$ cat src/rtl/profile_ci_ctrl_pkg.sv
// Shared constants and types for the profiling custom-instruction front end:
// counter indices, control-word field offsets, readout select codes, done-FSM
// state encodings and the control-word decode helper.
package profile_ci_ctrl_pkg;

  localparam int unsigned NUM_CNT = 4;

  // Counter bank slots
  localparam int unsigned CNT_CPU   = 0;
  localparam int unsigned CNT_STALL = 1;
  localparam int unsigned CNT_IDLE  = 2;
  localparam int unsigned CNT_FREE  = 3;

  // Control word (ciValueB) field offsets, each field is NUM_CNT bits wide
  localparam int unsigned EN_LSB  = 0;
  localparam int unsigned DIS_LSB = 4;
  localparam int unsigned RST_LSB = 8;

  // Readout select code for the overflow flag word
  localparam logic [2:0] SEL_OVF = 3'd4;

  // Done FSM encodings, kept as plain constants for legacy tool flows
  localparam logic [0:0] ST_IDLE = 1'b0;
  localparam logic [0:0] ST_DONE = 1'b1;

  // Decoded control word
  typedef struct packed {
    logic [NUM_CNT-1:0] en;
    logic [NUM_CNT-1:0] dis;
    logic [NUM_CNT-1:0] clr;
  } ctrl_word_t;

  // Split the used 12 bits of the control word into per-counter fields
  function automatic ctrl_word_t decode_ctrl(input logic [11:0] b);
    ctrl_word_t c;
    c.en  = b[EN_LSB  +: NUM_CNT];
    c.dis = b[DIS_LSB +: NUM_CNT];
    c.clr = b[RST_LSB +: NUM_CNT];
    return c;
  endfunction

endpackage

$ cat src/rtl/profile_ci_ctrl_if.sv
// Custom-instruction port between the CPU (master) and the profiling front
// end (slave). Signal names follow the OpenRISC custom-instruction port.
interface profile_ci_ctrl_if #(
  parameter int unsigned WIDTH = 32
) ();

  logic             ciStart;
  logic             ciCke;
  logic [7:0]       ciN;
  logic [31:0]      ciValueA;
  logic [31:0]      ciValueB;
  logic             ciDone;
  logic [WIDTH-1:0] ciResult;

  // CPU side
  modport master (
    output ciStart,
    output ciCke,
    output ciN,
    output ciValueA,
    output ciValueB,
    input  ciDone,
    input  ciResult
  );

  // Profiling block side
  modport slave (
    input  ciStart,
    input  ciCke,
    input  ciN,
    input  ciValueA,
    input  ciValueB,
    output ciDone,
    output ciResult
  );

endinterface

$ cat src/rtl/profile_event_counter.sv
// One WIDTH-bit event counter: async active-low reset, synchronous clear that
// wins over increment, and a wrap strobe for the cycle an increment rolls the
// count from all-ones back to zero.
module profile_event_counter #(
  parameter int unsigned WIDTH = 32
) (
  input  logic             clk_i,
  input  logic             rst_ni,
  input  logic             clr_i,
  input  logic             inc_i,
  output logic [WIDTH-1:0] count_o,
  output logic             wrap_o
);

  localparam logic [WIDTH-1:0] One = {{(WIDTH-1){1'b0}}, 1'b1};

  logic [WIDTH-1:0] count_q, count_d;

  // Next count: clear drops any event of the same cycle
  always_comb begin
    count_d = count_q;
    if (clr_i) begin
      count_d = '0;
    end else if (inc_i) begin
      count_d = count_q + One;
    end
  end

  // Count register
  always_ff @(posedge clk_i or negedge rst_ni) begin
    if (!rst_ni) begin
      count_q <= '0;
    end else begin
      count_q <= count_d;
    end
  end

  assign count_o = count_q;
  assign wrap_o  = inc_i & ~clr_i & (&count_q);

endmodule

$ cat src/rtl/profile_ci_ctrl.sv
// Profiling custom-instruction front end. Decodes enable/disable/reset control
// words, gates four event counters and returns a selected count (or the
// overflow flag word) with a one-cycle ciDone pulse.
// Optional feature: define PROFILE_OVERFLOW_STICKY_EN to add per-counter
// sticky overflow flags readable at select code SEL_OVF.
module profile_ci_ctrl
  import profile_ci_ctrl_pkg::*;
#(
  parameter logic [7:0]  CUSTOM_ID = 8'd12,
  parameter int unsigned WIDTH     = 32
) (
  input  logic                    clock,
  input  logic                    nReset,
  input  logic                    stall,
  input  logic                    busIdle,
  profile_ci_ctrl_if.slave        ci
);

  logic                accept;
  ctrl_word_t          ctrl;
  logic [NUM_CNT-1:0]  en_q, en_d;
  logic [NUM_CNT-1:0]  evt;
  logic [NUM_CNT-1:0]  clr;
  logic [NUM_CNT-1:0]  inc;
  logic [NUM_CNT-1:0]  wrap;
  logic [NUM_CNT-1:0]  ovf_rd;
  logic [WIDTH-1:0]    count [NUM_CNT];
  logic [WIDTH-1:0]    rdata;
  logic [WIDTH-1:0]    result_q, result_d;
  logic [0:0]          state_q, state_d;

  // Only A[2:0] and B[11:0] carry meaning
  logic unused_bits;
  assign unused_bits = ^{ci.ciValueA[31:3], ci.ciValueB[31:12]};

  assign accept = ci.ciStart & ci.ciCke & (ci.ciN == CUSTOM_ID);
  assign ctrl   = decode_ctrl(ci.ciValueB[11:0]);

  // Per-counter events; CPU and free-running slots differ only in intent
  always_comb begin
    evt            = '0;
    evt[CNT_CPU]   = 1'b1;
    evt[CNT_STALL] = stall;
    evt[CNT_IDLE]  = busIdle;
    evt[CNT_FREE]  = 1'b1;
  end

  // Enable update (disable beats enable) and counter control strobes
  always_comb begin
    en_d = en_q;
    clr  = '0;
    if (accept) begin
      en_d = (en_q | ctrl.en) & ~ctrl.dis;
      clr  = ctrl.clr;
    end
    inc = en_q & evt;
  end

  for (genvar i = 0; i < NUM_CNT; i++) begin : g_cnt
    profile_event_counter #(
      .WIDTH (WIDTH)
    ) u_cnt (
      .clk_i   (clock),
      .rst_ni  (nReset),
      .clr_i   (clr[i]),
      .inc_i   (inc[i]),
      .count_o (count[i]),
      .wrap_o  (wrap[i])
    );
  end

`ifdef PROFILE_OVERFLOW_STICKY_EN
  logic [NUM_CNT-1:0] ovf_q, ovf_d;

  // Sticky flags: set on wrap, cleared only by the counter's reset bit
  always_comb begin
    ovf_d = (ovf_q & ~clr) | wrap;
  end

  // Overflow flag register
  always_ff @(posedge clock or negedge nReset) begin
    if (!nReset) begin
      ovf_q <= '0;
    end else begin
      ovf_q <= ovf_d;
    end
  end

  assign ovf_rd = ovf_q;
`else
  logic unused_wrap;
  assign unused_wrap = ^wrap;
  assign ovf_rd      = '0;
`endif

  // Readout mux samples pre-update counts of the command cycle
  always_comb begin
    rdata = '0;
    case (ci.ciValueA[2:0])
      3'd0:    rdata = count[CNT_CPU];
      3'd1:    rdata = count[CNT_STALL];
      3'd2:    rdata = count[CNT_IDLE];
      3'd3:    rdata = count[CNT_FREE];
      SEL_OVF: rdata[NUM_CNT-1:0] = ovf_rd;
      default: rdata = '0;
    endcase
  end

  // Result is zero unless a command completes next cycle
  always_comb begin
    result_d = accept ? rdata : '0;
  end

  // Done FSM next state
  always_comb begin
    state_d = state_q;
    case (state_q)
      ST_IDLE: if (accept) state_d = ST_DONE;
      ST_DONE: state_d = accept ? ST_DONE : ST_IDLE;
      default: state_d = ST_IDLE;
    endcase
  end

  // Control state: done FSM, enables, result register
  always_ff @(posedge clock or negedge nReset) begin
    if (!nReset) begin
      state_q  <= ST_IDLE;
      en_q     <= '0;
      result_q <= '0;
    end else begin
      state_q  <= state_d;
      en_q     <= en_d;
      result_q <= result_d;
    end
  end

  assign ci.ciDone   = (state_q == ST_DONE);
  assign ci.ciResult = result_q;

endmodule
$ cat src/flat_wrapper.sv
// flat-port wrapper written by rule: the top's interface ports become plain ports
module profile_ci_ctrl_flat import profile_ci_ctrl_pkg::*;
#(
  parameter logic [7:0]  CUSTOM_ID = 8'd12,
  parameter int unsigned WIDTH     = 32
)
  (clock, nReset, stall, busIdle, ci_ciStart, ci_ciCke, ci_ciN, ci_ciValueA, ci_ciValueB, ci_ciDone, ci_ciResult);
  profile_ci_ctrl_if #(.WIDTH(WIDTH)) ci_i ();
  input  logic clock;
  input  logic nReset;
  input  logic stall;
  input  logic busIdle;
  input wire logic [$bits(ci_i.ciStart)-1:0] ci_ciStart;
  input wire logic [$bits(ci_i.ciCke)-1:0] ci_ciCke;
  input wire logic [$bits(ci_i.ciN)-1:0] ci_ciN;
  input wire logic [$bits(ci_i.ciValueA)-1:0] ci_ciValueA;
  input wire logic [$bits(ci_i.ciValueB)-1:0] ci_ciValueB;
  output wire logic [$bits(ci_i.ciDone)-1:0] ci_ciDone;
  output wire logic [$bits(ci_i.ciResult)-1:0] ci_ciResult;
  assign ci_i.ciStart = ci_ciStart;
  assign ci_i.ciCke = ci_ciCke;
  assign ci_i.ciN = ci_ciN;
  assign ci_i.ciValueA = ci_ciValueA;
  assign ci_i.ciValueB = ci_ciValueB;
  assign ci_ciDone = ci_i.ciDone;
  assign ci_ciResult = ci_i.ciResult;
  profile_ci_ctrl #(.CUSTOM_ID(CUSTOM_ID), .WIDTH(WIDTH)) u_core (.clock(clock), .nReset(nReset), .stall(stall), .busIdle(busIdle), .ci(ci_i));
endmodule
$ cat config.mk
export PLATFORM = sky130hd
export DESIGN_NAME = profile_ci_ctrl_flat
export DESIGN_NICKNAME = d
export VERILOG_FILES = /design/src/rtl/profile_ci_ctrl_pkg.sv /design/src/rtl/profile_ci_ctrl_if.sv /design/src/rtl/profile_event_counter.sv /design/src/rtl/profile_ci_ctrl.sv /design/src/flat_wrapper.sv
export SDC_FILE = /design/constraint.sdc
export NUM_CORES = 1
export LEC_CHECK = 0
export ABC_AREA = 1
export CAP_MARGIN = 20
export CELL_PAD_IN_SITES_DETAIL_PLACEMENT = 0
export CELL_PAD_IN_SITES_GLOBAL_PLACEMENT = 1
export CORE_MARGIN = 2
export CORE_UTILIZATION = 35
export CTS_CLUSTER_SIZE = 40
export DETAILED_ROUTE_END_ITERATION = 7
export MAX_ROUTING_LAYER = met4
export PLACE_DENSITY = 0.72
export REMOVE_ABC_BUFFERS = 1
export SLEW_MARGIN = 20
export SYNTH_ARGS = -nofsm -noshare
export SYNTH_HDL_FRONTEND = slang
export SYNTH_SLANG_ARGS = --single-unit
$ cat constraint.sdc
create_clock -name clock -period 1.3 [get_ports clock]
set_input_delay 0.325 -clock clock [delete_from_list [all_inputs] [get_ports clock]]
set_output_delay 0.325 -clock clock [all_outputs]
set_load 0.05 [all_outputs]
==> flow_metrics.env <==
export IMPL_synthArstFlopShare=1.00
export IMPL_fmax_mhz=640
export IMPL_grt_max_degree=44
export IMPL_cp_max_fo=5
export IMPL_maxSlewViolCount=0
export IMPL_synth_cell_types=41
export IMPL_ys_ff_latch=165
export IMPL_synth_edff_count=0
export IMPL_crit_path_start_kind="register"
export IMPL_p_leak_nw=7.75
export IMPL_root_buffer="clkbuf_16"
export IMPL_finalWorstSetupSlack_ps=-264
export IMPL_grt_pass1_wl_um=61500
export IMPL_p_int_mw=11.7
export IMPL_cp_end_kind="register"
export IMPL_nets=1986
export IMPL_gp_congestion=0.926
export IMPL_grt_overflow=0
export IMPL_synth_top_area_cell="dfrtp_1"
export IMPL_yosys_area_top_type_share=0.400
export IMPL_critPathRequiredTime_ps=1640
export IMPL_cap_violations=0
export IMPL_p_seq_frac=0.341
export IMPL_start_util=0.358
export IMPL_io_buffers=61
export IMPL_antenna_found_initial=0
export IMPL_cts_buffers=17
export IMPL_antenna_diode_count=0
export IMPL_p_total_mw=18.6
export IMPL_worstPathArrival_ps=1900
export IMPL_areaGrowthSynthToFinish_pct=61.7
export IMPL_reg2reg_from="u_core.g_cnt[1].u_cnt.count_o[1]"
export IMPL_p_clk_frac=0.280
export IMPL_dpl_cell_area_um2=13700
export IMPL_hold_violations=0
export IMPL_finalCritPeriodShare=1.20
export IMPL_violations="setup timing"
export IMPL_die_w_um=176
export IMPL_tightest_slew_ps=321
export IMPL_via_per_inst=5.09
export IMPL_dp_cells=2188
export IMPL_rsz0062_at_grt="yes"
export IMPL_p_sw_frac=0.370
export IMPL_routedWlPerCell_um=17.8
export IMPL_powerDensity_nw_per_um2=1110
export IMPL_grt_busiest_layer="met2"
export IMPL_clkTransAtPathRegs_ps=80
export IMPL_cts_tree="done"
export IMPL_crit_buf_inv=2
export IMPL_maxSlewHeadroom=0.784
export IMPL_seq_area_frac_synth=0.400
export IMPL_finalNonFillerCells=2301
export IMPL_syn_cell_area_um2=10300
export IMPL_min_period_ps=1560
export IMPL_hpwl_um=30200
export IMPL_grt_usage=0.269
export IMPL_setup_worst_path_start="u_core.g_cnt[1].u_cnt.count_o[1]"
export IMPL_holdCritPathClass="input pin to asynchronous set/reset pin"
export IMPL_dr_pass1_iters=5
export IMPL_skew_ps=11.8
export IMPL_p_comb_frac=0.380
export IMPL_gr_usage_met1=0.352
export IMPL_p_sw_mw=6.89
export IMPL_core_region_area_um2=28900
export IMPL_wl_um=40900
export IMPL_die_height_um=176
export IMPL_cts_sinks=165
export IMPL_drtAntennaViolNets=0
export IMPL_drt_initial_drc_count=972
export IMPL_synth_ff_type="dfrtp_1"
export IMPL_cp_slowest_cell="dfrtp_1"
export IMPL_num_vias=11718
export IMPL_num_rows=62
export IMPL_synth_area_top_cells="dfrtp_1 40%, nand2_1 15%, nor2_1 9.6%"
export IMPL_crit_chain="buf_6, nand2_4, nor2_4, nand2_4, buf_4, nor2_4, nand2_2, xor2_1, nor2_1"
export IMPL_use_met3=0.0422
export IMPL_path_class="register to register"
export IMPL_yosysWarnings=0
export IMPL_htree_levels=4
export IMPL_syn_area_per_cell_um2=6.81
export IMPL_grt_pass1_vias=11049
export IMPL_io_pins=111
export IMPL_critPathTopFamily="simple AND/OR/NAND/NOR gates"
export IMPL_status="finished, violations left"
export IMPL_final_area_um2=16700
export IMPL_use_met2=0.433
export IMPL_setup_viol=134
export IMPL_synthCells=1516
export IMPL_drcViolationCount=0
export IMPL_max_stage_delay_ps=450
export IMPL_cts_max_path_buffers=2
export IMPL_drive_gt1_frac=0.409
export IMPL_clkLatencyLatePin_ps=440
export IMPL_place_ws_ps=-737
export IMPL_vdd_ir_drop_max_v=0.000950
export IMPL_dieArea_um2=30900
==> per-stage QoR <==
| step | hold WS, ps | TNS (ps) | utilization |
|---|---|---|---|
| floorplan | 29.4 | -19130 | - |
| global placement | 218 | -95990 | 0.473 |
| detailed placement | 214 | -98590 | 0.473 |
| CTS | 315 | -12280 | 0.543 |
| global route | 313 | -24570 | 0.579 |
| finish | 308 | -15280 | 0.579 |
==> cells in the mapped netlist, types with 2 or more instances <==
cell type,instances
a22oi_1,4
inv_2,7
nand2_4,3
nor3_1,21
nand3_1,123
nand2_2,10
nor2_4,16
nand3_2,9
o21ai_0,36
ha_1,4
a31oi_1,14
xnor2_1,3
clkbuf_1,13
nand3b_1,2
nor2_2,24
buf_6,2
nor3_2,3
nand4_1,40
o21ai_1,6
a21oi_1,42
inv_1,194
xor2_1,9
nand3_4,3
o22ai_1,42
o22a_1,7
buf_2,15
dfrtp_1,165
buf_1,4
nor2_1,263
nor3b_1,2
nand2_1,420
==> sequential cells by signal (all words and copies together) (netlist names) <==
signal	count
u_core.en_q	4
u_core.ci.ciResult	32
u_core.ci.ciDone	1
u_core.g_cnt.u_cnt.count_o	128
==> what timing repair did <==
item	CTS	global route
setup buffers	35	50
hold buffers	1	0
gates cloned	4	1
hold endpoints to repair	17	0
setup endpoints to repair	194	176
gates resized for setup	339	206
pin swaps	119	145
==> cells by family (layout without fill, tap and decap cells) <==
logic type	count (synthesis)	count (layout)	synth area share
XOR/XNOR	12	12	0.0102
AO/OA/AOI/OAI	155	155	0.0870
buffers and inverters	236	633	0.0892
flip-flops	165	165	0.400
AND/OR/NAND/NOR	944	948	0.409
adder cells (fa/ha/maj)	4	4	0.00485
==> metal layers <==
metal	part of all wire	vias to the layer above
met5	0	-
li1	-	5654
met3	0.054	57
met2	0.48	373
met1	0.44	5634
met4	0.026	0
==> layout by cell type (no fill, tap or decap), types with 7 or more instances in the layout <==
cell	netlist	final
buf_6	2	57
a21oi_1	42	35
nor3_1	21	14
inv_4	0	10
xor2_1	9	9
clkdlybuf4s50_1	0	14
inv_6	0	8
dfrtp_2	0	12
o21ai_0	36	16
clkbuf_16	0	17
buf_12	0	45
dfrtp_1	165	153
dlygate4sd2_1	0	11
nand3_4	3	15
nand2_1	420	320
nor3_2	3	7
nor2_2	24	45
buf_4	0	264
inv_2	7	14
nand3_2	9	40
o21ai_2	0	7
nand3_1	123	82
nand2_4	3	33
o21ai_1	6	18
nor2_1	263	173
inv_1	194	175
o22ai_1	42	37
nand4_1	40	40
nor2_4	16	86
a21oi_2	0	7
nand2_2	10	78
a31oi_1	14	12
o22a_1	7	7
==> cell type report <==
type,instances,area [µm²]
Fill cell,2642,12200
Multi-Input combinational cell,1119,6820
Sequential cell,165,4140
Timing Repair Buffer,399,3870
Inverter,202,806
Tap cell,384,480
Clock buffer,18,439
Clock inverter,14,140
==> power by group through the flow <==
stage / clock (mW) / sequential [mW] / combinational [mW]
6_report: 5.21 / 6.34 / 7.07
4_1_cts: 5.28 / 6.29 / 6.28
2_1_floorplan: 0 / 6.27 / 2.20
5_1_grt: 5.51 / 6.41 / 7.60
3_5_place_dp: 0 / 6.31 / 4.75
3_3_place_gp: 0 / 6.31 / 4.69
==> path summary, 6_finish.rpt <==
kind / to / slack (ps) / depth (start not counted)
setup reg to reg: u_core.g_cnt[1].u_cnt.count_o[9] / -260 / 9
setup / recovery: u_core.g_cnt[1].u_cnt.count_o[9] / -260 / 9
max in group asynchronous: u_core.ci.ciResult[13] / 390 / 3
min in group clock: u_core.ci.ciResult[12] / 410 / 4
hold / removal: u_core.en_q[1] / 310 / 2
hold reg to reg: u_core.g_cnt[3].u_cnt.count_o[31] / 550 / 2
Note: power is estimated with default switching activity, not from simulation.
